===== src/rtl/sram_arbiter_pkg.sv =====
// Shared encodings for the sram-like port arbiter: owner tags, transfer size, lock states.
package sram_arbiter_pkg;

    localparam logic       OWNER_INST = 1'b0;
    localparam logic       OWNER_DATA = 1'b1;
    localparam logic [1:0] SIZE_WORD  = 2'b10;

    typedef enum logic [1:0] {
        ST_IDLE   = 2'd0,
        ST_LOCK_I = 2'd1,
        ST_LOCK_D = 2'd2
    } lock_state_t;

endpackage


===== src/rtl/sram_arbiter_owner_fifo.sv =====
// In-order owner tag FIFO: remembers which requester each accepted request belongs to.
module sram_arbiter_owner_fifo
    import sram_arbiter_pkg::*;
#(
    parameter int DEPTH = 2,
    parameter int WIDTH = 1
) (
    input  logic             clk,
    input  logic             reset,
    input  logic             push,
    input  logic [WIDTH-1:0] din,
    input  logic             pop,
    output logic [WIDTH-1:0] head,
    output logic             full,
    output logic             empty
);

    localparam int PTR_W = (DEPTH > 1) ? $clog2(DEPTH) : 1;
    localparam int CNT_W = $clog2(DEPTH + 1);

    logic [WIDTH-1:0] store [DEPTH];
    logic [PTR_W-1:0] wr_ptr;
    logic [PTR_W-1:0] rd_ptr;
    logic [CNT_W-1:0] count;
    logic             do_push;
    logic             do_pop;

    function automatic logic [PTR_W-1:0] ptr_next(input logic [PTR_W-1:0] ptr);
        return (ptr == PTR_W'(DEPTH - 1)) ? '0 : ptr + 1'b1;
    endfunction

    assign full    = (count == CNT_W'(DEPTH));
    assign empty   = (count == '0);
    assign do_push = push && !full;
    assign do_pop  = pop && !empty;
    assign head    = store[rd_ptr];

    always_ff @(posedge clk) begin
        if (do_push) begin
            store[wr_ptr] <= din;
        end
    end

    always_ff @(posedge clk) begin
        if (reset) begin
            wr_ptr <= '0;
            rd_ptr <= '0;
            count  <= '0;
        end else begin
            if (do_push) begin
                wr_ptr <= ptr_next(wr_ptr);
            end
            if (do_pop) begin
                rd_ptr <= ptr_next(rd_ptr);
            end
            case ({do_push, do_pop})
                2'b10:   count <= count + 1'b1;
                2'b01:   count <= count - 1'b1;
                default: count <= count;
            endcase
        end
    end

endmodule


===== src/rtl/sram_arbiter.sv =====
// Two-master arbiter onto one sram-like port: data side wins, grant held through a stalled handshake.
//
// state     | meaning
// ST_IDLE   | no pending handshake; grant data if requesting, else inst
// ST_LOCK_I | inst request presented but not yet accepted; grant pinned to inst
// ST_LOCK_D | data request presented but not yet accepted; grant pinned to data
module sram_arbiter
    import sram_arbiter_pkg::*;
#(
    parameter int OUTSTANDING = 2
) (
    input  logic        clk,
    input  logic        reset,
    input  logic        inst_req,
    input  logic [31:0] inst_addr,
    output logic        inst_addr_ok,
    output logic        inst_data_ok,
    output logic [31:0] inst_rdata,
    input  logic        data_req,
    input  logic [1:0]  data_size,
    input  logic [3:0]  data_wstrb,
    input  logic [31:0] data_addr,
    input  logic [31:0] data_wdata,
    output logic        data_addr_ok,
    output logic        data_data_ok,
    output logic [31:0] data_rdata,
    output logic        mem_req,
    output logic [1:0]  mem_size,
    output logic [3:0]  mem_wstrb,
    output logic [31:0] mem_addr,
    output logic [31:0] mem_wdata,
    input  logic        mem_addr_ok,
    input  logic        mem_data_ok,
    input  logic [31:0] mem_rdata
);

    lock_state_t state;
    logic        sel_data;
    logic        accept;
    logic        pop;
    logic        fifo_full;
    logic        fifo_empty;
    logic        fifo_head;

    always_comb begin
        sel_data = (state == ST_LOCK_D) || ((state == ST_IDLE) && data_req);
        // Full FIFO stalls the port but leaves the lock untouched.
        mem_req  = (sel_data ? data_req : inst_req) && !fifo_full && !reset;
        accept   = mem_req && mem_addr_ok;

        mem_size  = sel_data ? data_size  : SIZE_WORD;
        mem_wstrb = sel_data ? data_wstrb : 4'h0;
        mem_addr  = sel_data ? data_addr  : inst_addr;
        mem_wdata = sel_data ? data_wdata : 32'h0;

        inst_addr_ok = accept && !sel_data;
        data_addr_ok = accept && sel_data;

        pop          = mem_data_ok && !fifo_empty && !reset;
        inst_data_ok = pop && (fifo_head == OWNER_INST);
        data_data_ok = pop && (fifo_head == OWNER_DATA);
        inst_rdata   = mem_rdata;
        data_rdata   = mem_rdata;
    end

    always_ff @(posedge clk) begin
        if (reset) begin
            state <= ST_IDLE;
        end else begin
            case (state)
                ST_IDLE: begin
                    if (mem_req && !mem_addr_ok) begin
                        state <= sel_data ? ST_LOCK_D : ST_LOCK_I;
                    end
                end
                ST_LOCK_I, ST_LOCK_D: begin
                    if (accept) begin
                        state <= ST_IDLE;
                    end
                end
                default: state <= ST_IDLE;
            endcase
        end
    end

    sram_arbiter_owner_fifo #(
        .DEPTH (OUTSTANDING),
        .WIDTH (1)
    ) u_owner_fifo (
        .clk   (clk),
        .reset (reset),
        .push  (accept),
        .din   (sel_data ? OWNER_DATA : OWNER_INST),
        .pop   (pop),
        .head  (fifo_head),
        .full  (fifo_full),
        .empty (fifo_empty)
    );

endmodule


===== config.mk =====
export PLATFORM = sky130hd
export DESIGN_NAME = sram_arbiter
export DESIGN_NICKNAME = d
export VERILOG_FILES = /design/src/rtl/sram_arbiter_pkg.sv /design/src/rtl/sram_arbiter_owner_fifo.sv /design/src/rtl/sram_arbiter.sv
export SDC_FILE = /design/constraint.sdc
export NUM_CORES = 1
export LEC_CHECK = 0
export BUFFER_PORTS_ARGS = -buffer_cell sky130_fd_sc_hd__buf_4
export CAP_MARGIN = 40
export CORE_AREA = 2 2 109 111
export CTS_BUF_LIST = sky130_fd_sc_hd__clkbuf_16
export CTS_CLUSTER_SIZE = 40
export DETAILED_ROUTE_END_ITERATION = 12
export DIE_AREA = 0 0 111 113
export GPL_ROUTABILITY_DRIVEN = 1
export GPL_TIMING_DRIVEN = 0
export PLACE_DENSITY = 0.59
export SYNTH_ARGS = -nofsm -noshare
export SYNTH_HDL_FRONTEND = slang
export SYNTH_SLANG_ARGS = --single-unit

===== constraint.sdc =====
create_clock -name clk -period 2.6 [get_ports clk]
set_input_delay 0.13 -clock clk [delete_from_list [all_inputs] [get_ports clk]]
set_output_delay 0.13 -clock clk [all_outputs]
set_load 0.01 [all_outputs]

==> results of run 1 <==
==> placed cells by master (no fill, tap or decap), types with 2 or more instances in the layout <==
| cell type | synthesis | routed |
|---|---|---|
| buf_4 | 64 | 310 |
| nor4_1 | 2 | 2 |
| clkbuf_16 | 0 | 3 |
| and2_1 | 38 | 38 |
| inv_1 | 4 | 5 |
| o21ai_0 | 2 | 2 |
| clkbuf_1 | 11 | 11 |
| o41ai_1 | 2 | 2 |
| xor2_1 | 2 | 2 |
| edfxtp_1 | 2 | 2 |
| dfxtp_1 | 7 | 7 |
| nand2_1 | 97 | 97 |
| ha_1 | 3 | 3 |
| nor2b_1 | 2 | 2 |
| nand2b_1 | 2 | 2 |
| nor2_1 | 8 | 8 |
==> stage by stage <==
| step | power [mW] | util | instances |
|---|---|---|---|
| 5_1_grt | 1.41 | 0.332 | 655 |
| 3_5_place_dp | 1.07 | 0.325 | 651 |
| 3_3_place_gp | 1.06 | 0.325 | 651 |
| 2_1_floorplan | 0.569 | - | 262 |
| 4_1_cts | 1.34 | 0.332 | 655 |
| 6_report | 1.32 | 0.332 | 655 |
==> area by class of cell <==
| type | instances | share of cell area |
|---|---|---|
| inverters | 5 | 0.00502 |
| clock inverters | 1 | 0.00100 |
| clock buffers | 3 | 0.0201 |
| multi-input cells | 173 | 0.239 |
| well taps | 143 | 0.0479 |
| repair buffers | 246 | 0.494 |
| plain buffers | 75 | 0.140 |
| flip-flops and latches | 9 | 0.0536 |
==> per-layer routing <==
layer	vias up	GRT usage
li1	1240	-
met1	1080	0.144
met2	137	0.253
met3	7	0.0482
met4	0	0.0200
met5	-	0
==> final timing paths <==
kind | endpoint | slack [ns] | cells after the start
worst max-delay path | u_owner_fifo.count[1] | 0.21 | 8
worst min-delay path | state[0] | 0.18 | 3
worst max register to register | u_owner_fifo.count[1] | 0.21 | 8
worst min register to register | u_owner_fifo.wr_ptr | 0.48 | 1
==> logic make-up after synthesis <==
group	after synthesis	synth area share
compound gates	9	0.0575
xor+xnor	3	0.0161
mux	1	0.00613
simple gates	157	0.444
fa+ha+maj	3	0.0230
flops	9	0.123
buf+inv	80	0.331
==> critical path: cells and delay by family (launching register included) <==
kind,cells,cell delay [ns]
DFF,1,0.29
AOI/OAI and AO/OA,3,0.78
adders and majority gates,2,0.62
and+or+nand+nor,2,0.54
buffers and inverters,1,0.10
==> report_power, final <==
group	internal (mW)	switching [mW]	leakage, nW
clock network	0.201	0.0652	0.0423
logic	0.480	0.402	2.04
registers	0.159	0.00929	0.0755
total	0.840	0.477	2.16
==> flow_summary.toml, run 1 <==
[drt]
route.met3.wl_microns = 953
first_pass_iters = 5
post-route-drc-count = 0
dr.first_iter.drc_count = 46
vias_per_cell = 3.76
vias = 2464
wirelength_met1_mm = 3.26
post_drt_wl_per_cell_microns = 13.9
final_antenna_net_count = 0
highest_layer = "met4"
wirelength_mm = 9.07
wl_met2_mm = 4.80

[status]
run_status = "finished, final reports clean"

[sta]
finalCritPeriodShare = 0.918
timing.fmax_mhz = 419
tightestPinTransition_ns = 0.555
rsz0062_at_grt = "no"
finClkSkew_ns = 0.000687
fin_ws_ns = 0.212
hold_ws_ns = 0.176
period_minus_slack_ns = 2.39
final-hold-violation-count = 0
fin_setup_tns_ns = 0
setup-violations-final = 0
slew_violations = 0
slew_headroom = 0.630

[clock_network]
clk_latency_ns = 0.23
cts_inserted_buffers = 3
htree_levels = 1
cts_sinks = 9
postCtsResizedCells = 0
path_clk_slew_ns = 0.04
clock-root-buffer = "clkbuf_16"
cts_tree = "built"
postCtsSetupRepairBufs = 0
cts_max_path_buffers = 2
cts_hold_buffers = 0

[die]
start_util = 0.145
die_w_microns = 111
rows = 39
dieArea_sq_um = 12500
die_h_microns = 113
pin_count = 279
core_sq_um = 11300

[min_path]
min_path_type = "in -> reg"
min_from = "inst_req"

[critical_path]
path_common_cell = "ha_1"
critPathSlowestCell = "a2111oi_4"
path_cells = "inv_1 -> ha_1 -> a21oi_4 -> a2111oi_4 -> nand2_2 -> ha_1 -> or3_1 -> a21oi_1"
rr_startpoint = "state[0]"
cp-startpoint = "state[0]"
end_kind = "flop"
max_stage_delay_ns = 0.48
start_kind = "flop"
cp.required_ns = 2.76
worstSetupPathType = "reg -> reg"
worstPathArrival_ns = 2.55
crit_fanout = 10

[synth]
synth.area.top_cells = "buf_4 (29%), nand2_1 (22%), and2_1 (15%), dfxtp_1 (8.6%), edfxtp_1 (3.7%)"
synth_nets = 405
yosys.cell_count.top_type = "nand2_1"
ys_warn_count = 0
syn_inst = 262
ys_ff_latch = 9
synth_ff_type = "dfxtp_1"
ys_top_cells_by_count = "nand2_1 (97), buf_4 (64), and2_1 (38), clkbuf_1 (11), nor2_1 (8)"
synth_edf_count = 2
avgSynthCellArea_sq_um = 6.23
synthArstFlopShare = 0
synthDistinctLibCells = 31
synth_area_sq_um = 1630
yosysSeqAreaShare = 0.123
synth_top_area_share = 0.294
synth_area_leader_cell = "buf_4"

[final_layout]
syn2layout_area_growth_pct = 129
final_area_sq_um = 3740
fillCellCount = 1224
diodes = 0
multi_input_area_sq_um = 892
regArea_sq_um = 200
drive_above_1_share = 0.621
nNetsFinal = 656

[grt]
first_global_vias = 2432
grt.overflow.total = 0
grt_pass1_wl_mm = 13.3
grt_start_max_net_pins = 12
track_usage = 0.133
grt_antenna_before_repair = 0

[pwr]
powerDensity_nw_per_um2 = 352
p_leak_nw = 2.16
irDropWorstVdd_uv = 167

[place]
place_area_sq_um = 3660
place_congestion = 0.798
place_hpwl_mm = 8.21
pre_cts_ws_ns = 0.214
io_buffers = 246

[job]
cap_violations = 0
Note: power is estimated with default switching activity, not from simulation.
==> run 2, diff against run 1 <==
--- a/config.mk
+++ b/config.mk
@@ -5,6 +5,7 @@
 export SDC_FILE = /design/constraint.sdc
 export NUM_CORES = 1
 export LEC_CHECK = 0
+export ABC_AREA = 1
 export BUFFER_PORTS_ARGS = -buffer_cell sky130_fd_sc_hd__buf_4
 export CAP_MARGIN = 40
 export CORE_AREA = 2 2 109 111
@@ -14,7 +15,7 @@
 export DIE_AREA = 0 0 111 113
 export GPL_ROUTABILITY_DRIVEN = 1
 export GPL_TIMING_DRIVEN = 0
-export PLACE_DENSITY = 0.59
+export PLACE_DENSITY = 0.6
 export SYNTH_ARGS = -nofsm -noshare
 export SYNTH_HDL_FRONTEND = slang
 export SYNTH_SLANG_ARGS = --single-unit
==> run 2 against run 1 <==
  * Cell count grew 7.8%
  * Sequential cell count stayed put
  * Synthesized cell count is 19% higher
  * Critical path depth increased by 1
  * Area after synthesis rose by 3.5%
  * Register-to-register slack gained 0.52 ns
  * Clock skew grew 0.00074 ns
  * Non-clock buffer count decreased by 1
  * Routed wire length fell by 14%
  * Combinational power grew 96%
  * Clock-buffer cell count unchanged
  * Critical path type is now reg -> out
==> flow_summary.toml, run 2 <==
[pwr]
p_leak_nw = 2.38
p_int_mw = 1.21
power.share.clock = 0.120
combinationalPowerShare = 0.793
power.net_switching_mw = 0.977
pwr-share-seq = 0.087
powerDensity_nw_per_um2 = 575
switching_share = 0.448
power_mw = 2.18
irDropWorstVdd_uv = 352

[drt]
post_drt_wl_per_cell_microns = 11.1
vias = 2600
vias_per_cell = 3.68
dr.first_iter.drc_count = 46
final_antenna_net_count = 0
wirelength_mm = 7.81
first_pass_iters = 4
post-route-drc-count = 0

[grt]
grt_start_max_net_pins = 12
first_global_vias = 2554
grt_antenna_before_repair = 0
grt.overflow.total = 0
track_usage = 0.113
grt_pass1_wl_mm = 11.8

[synth]
synth_area_leader_cell = "buf_4"
synthArstFlopShare = 0
syn_inst = 313
synth.area.top_cells = "buf_4 (28%), nand2_1 (23%), nor2_1 (11%), inv_1 (10%), dfxtp_1 (8.3%)"
avgSynthCellArea_sq_um = 5.40
synthDistinctLibCells = 22
synth_ff_type = "dfxtp_1"
synth_area_sq_um = 1690
yosys.cell_count.top_type = "nand2_1"
ys_warn_count = 0
synth_top_area_share = 0.284
ys_top_cells_by_count = "nand2_1 (104), buf_4 (64), nor2_1 (51), inv_1 (45), buf_2 (10)"
synth_nets = 456
yosysSeqAreaShare = 0.118
synth_edf_count = 2
ys_ff_latch = 9

[sta]
final-hold-violation-count = 0
finClkSkew_ns = 0.00143
timing.fmax_mhz = 494
period_minus_slack_ns = 2.02
tightestPinTransition_ns = 0.265
finalCritPeriodShare = 0.778
fin_setup_tns_ns = 0
slew_violations = 0
setup-violations-final = 0
rsz0062_at_grt = "no"
slew_headroom = 0.821

[die]
start_util = 0.150
die_w_microns = 111
core_sq_um = 11300
die_h_microns = 113
rows = 39
dieArea_sq_um = 12500
pin_count = 279

[critical_path]
start_kind = "flop"
worstSetupPathType = "reg -> out"
rr_startpoint = "state[0]"
rr_endpoint = "u_owner_fifo.count[1]"
worst_r2r_path_depth = 10
crit_fanout = 10
end_kind = "output port"
rrSetupSlack_ns = 0.73
cp.required_ns = 2.47
worstPathArrival_ns = 1.89

[clock_network]
cts_tree = "built"
postCtsSetupRepairBufs = 0
cts_sinks = 9
htree_levels = 1
cts_inserted_buffers = 3
clk_latency_ns = 0.23
clock-root-buffer = "clkbuf_16"
path_clk_slew_ns = 0.04
cts_hold_buffers = 0
cts_max_path_buffers = 2
postCtsResizedCells = 0

[min_path]
hold_end = "u_owner_fifo.rd_ptr"
min_path_type = "in -> reg"
min_from = "reset"
min_path_cells = 2

[final_layout]
regArea_sq_um = 200
diodes = 0
nNetsFinal = 707
syn2layout_area_growth_pct = 125
layout_common_cells = "buf_4 (310), nand2_1 (104), nor2_1 (51)"
layout_commonest_cell = "buf_4"
drive_above_1_share = 0.593
multi_input_area_sq_um = 779
fillCellCount = 1220

[place]
place_hpwl_mm = 6.96
io_buffers = 246
place_congestion = 0.774

[job]
cap_violations = 0

[status]
run_status = "finished, final reports clean"
run 2: worst max-delay path by stage:
stage	from	end	slack (ns)	cells past startpoint
floorplan	state[0]	u_owner_fifo.count[1]	0.92	10
global placement	state[0]	mem_addr[3]	0.82	9
detailed placement	state[0]	u_owner_fifo.count[1]	0.76	10
CTS	state[1]	mem_addr[1]	0.49	9
global route	state[1]	mem_addr[3]	0.39	9
finish	state[1]	mem_addr[19]	0.58	9
run 2: power by group through the flow:
stage                     sequential (mW)  clock, mW  combinational [mW]
final                               0.189      0.263                1.73
after global routing                0.192      0.273                1.91
after CTS                           0.189      0.268                1.77
after detailed placement            0.190          0                1.76
after global placement              0.190          0                1.74
after floorplan                     0.187          0               0.861
run 2: kinds of logic after synthesis:
logic type,share of synthesized area
adder cells (fa/ha/maj),0.0222
flip-flops,0.118
buffers and inverters,0.420
AND/OR/NAND/NOR,0.407
AO/OA/AOI/OAI,0.0266
XOR/XNOR,0.00518
run 2: worst max-delay path: stages, from the launching register on:
cell and delay (ns):
dfxtp_1 0.36, inv_1 0.06, ha_1 0.22, nand2_1 0.10, nand2_2 0.14, inv_2 0.22, buf_2 0.27, nand2_1 0.11
nand2_1 0.07, buf_4 0.11
run 2: layout make-up:
cell class                 count  area share
tap                          143      0.0471
multi-input combinational    182       0.205
sequential                     9      0.0528
inverter                      48      0.0475
buffer                        74       0.140
clock buffer                   3      0.0198
timing repair buffer         246       0.487
clock inverter                 1    0.000989
run 2: per-stage QoR:
stage | area, sq um | std cells | utilization | worst slack (ns) | hold slack, ns
floorplan | 1690 | 313 | - | 0.923 | 0.202
global placement | 3720 | 702 | 0.330 | 0.816 | 0.335
detailed placement | 3720 | 702 | 0.330 | 0.760 | 0.341
CTS | 3790 | 706 | 0.337 | 0.491 | 0.0955
global route | 3790 | 706 | 0.337 | 0.389 | 0.0988
finish | 3790 | 706 | 0.337 | 0.576 | 0.0976
run 2: layer usage:
metal / track usage / share of wire / wire (microns)
met5: 0 / 0 / 0
met4: 0.0225 / 0.0041 / 32
met3: 0.0284 / 0.099 / 770
met2: 0.220 / 0.52 / 4070
met1: 0.125 / 0.38 / 2940
==> run 3, diff against run 2 <==
==> constraint.sdc (replaced) <==
create_clock -name clk -period 2.1 [get_ports clk]
set_input_delay 0.105 -clock clk [delete_from_list [all_inputs] [get_ports clk]]
set_output_delay 0.105 -clock clk [all_outputs]
set_load 0.01 [all_outputs]
==> run 3 against run 2 <==
  * Critical path depth decreased by 1
  * Clock power increased by 24%
  * Die area unchanged
  * First-iteration DRC count decreased by 2.2%
  * Non-clock buffer count unchanged
  * Combinational power increased by 25%
  * Sequential share of layout area about the same
  * Routed wire length increased by 0.10%
  * Cell area increased by 0.26%
  * Worst setup slack got worse by 0.39 ns
  * Cell count unchanged
  * Clock-buffer cell count unchanged
  * Critical endpoint is now mem_addr[29]
  * Largest cell class unchanged
  * Largest power group unchanged
==> flow_summary.toml, run 3 (synthesized netlist as in run 2, its figures left out) <==
[status]
run_status = "finished, final reports clean"

[die]
pin_count = 279
die_w_microns = 111
dieArea_sq_um = 12500
start_util = 0.150
core_sq_um = 11300
die_h_microns = 113
rows = 39

[drt]
wirelength_mm = 7.82
post_drt_wl_per_cell_microns = 11.1
vias_per_cell = 3.69
first_pass_iters = 4
final_antenna_net_count = 0
dr.first_iter.drc_count = 45
post-route-drc-count = 0
vias = 2603

[critical_path]
max_stage_delay_ns = 0.30
end_kind = "output port"
worstSetupPathType = "reg -> out"
start_kind = "flop"
crit_fanout = 11
cp.required_ns = 2.00
rrSetupSlack_ns = 0.24
path_cells = "inv_1 -> ha_1 -> nand2_1 -> nand2_2 -> buf_2 -> nand2_1 -> nand2_1 -> buf_4"
cp_num_buf_inv = 3
worstPathArrival_ns = 1.80
cpLargestDelayFamily = "simple AND/OR/NAND/NOR gates"
path_common_cell = "nand2_1"
critPathSlowestCell = "dfxtp_1"

[sta]
tightestPinTransition_ns = 0.265
timing.fmax_mhz = 524
setup-violations-final = 0
finalCritPeriodShare = 0.910
finClkSkew_ns = 0.00180
slew_headroom = 0.821
final-hold-violation-count = 0
hold_ws_ns = 0.0714
fin_setup_tns_ns = 0
rsz0062_at_grt = "no"
slew_violations = 0
period_minus_slack_ns = 1.91

[clock_network]
postCtsResizedCells = 0
cts_max_path_buffers = 2
clk_latency_ns = 0.23
htree_levels = 1
clock-root-buffer = "clkbuf_16"
cts_inserted_buffers = 3
path_clk_slew_ns = 0.04
cts_sinks = 9
cts_hold_buffers = 0
postCtsSetupRepairBufs = 0
cts_tree = "built"

[grt]
grt_pass1_wl_mm = 11.8
track_usage = 0.113
first_global_vias = 2554
busiest_layer = "met2"
grt_antenna_before_repair = 0
grtUsageMet3 = 0.0284
grt.overflow.total = 0
grt_start_max_net_pins = 12
use_met2 = 0.220
grtUsageMet1 = 0.125

[pwr]
irDropWorstVdd_uv = 445
power.net_switching_mw = 1.22
p_leak_nw = 2.38
pwr-share-seq = 0.086
power_mw = 2.72
combinationalPowerShare = 0.794
p_int_mw = 1.51
power.share.clock = 0.120
powerDensity_nw_per_um2 = 716
switching_share = 0.446

[final_layout]
final_area_sq_um = 3800
diodes = 0
layout_common_cells = "buf_4 (310), nand2_1 (104), nor2_1 (51)"
layout_commonest_cell = "buf_4"
utilization = 0.338
drive_above_1_share = 0.593
syn2layout_area_growth_pct = 125
nNetsFinal = 707

[job]
cap_violations = 0

[place]
io_buffers = 246
place_area_sq_um = 3720
place_congestion = 0.774
place_hpwl_mm = 6.96

[min_path]
min_path_type = "in -> reg"
-- run 3: cell count changes in the layout (fill, tap and decap cells not counted) --
cell	previous run	this run
inv_4	0	1
inv_2	3	2
buf_2	10	7
clkbuf_4	0	3
-- run 3: final cells by class --
class	count	area, sq um
Timing Repair Buffer	246	1850
Clock buffer	3	75.1
Buffer	74	538
Inverter	48	183
Sequential cell	9	200
Tap cell	143	179
Fill cell	1220	7470
Clock inverter	1	3.75
Multi-Input combinational cell	182	779
-- run 3: final timing paths --
check	from	to	depth (start not counted)
setup / recovery	state[0]	mem_addr[29]	8
hold / removal	reset	u_owner_fifo.rd_ptr	2
setup reg to reg	state[0]	u_owner_fifo.count[1]	10
hold reg to reg	u_owner_fifo.wr_ptr	u_owner_fifo.wr_ptr	2
-- run 3: routing by layer --
metal	up-vias	share of wire	wire length (microns)
met5	-	0	0
met4	0	0.0070	55
met3	4	0.099	773
met2	154	0.52	4060
met1	1105	0.37	2930
li1	1340	-	-
-- run 3: stage by stage --
stage / setup slack (ns) / cells
after floorplan: 0.423 / 313
after global placement: 0.321 / 702
after detailed placement: 0.260 / 702
after CTS: 0.0155 / 706
after global routing: 0.0109 / 706
final: 0.190 / 706
-- run 3: power by group through the flow --
| stage | Combinational [mW] | Sequential (mW) | Clock, mW |
|---|---|---|---|
| after floorplan | 1.07 | 0.231 | 0 |
| after global placement | 2.16 | 0.235 | 0 |
| after detailed placement | 2.18 | 0.235 | 0 |
| after CTS | 2.19 | 0.234 | 0.332 |
| after global routing | 2.38 | 0.238 | 0.338 |
| final | 2.16 | 0.234 | 0.327 |
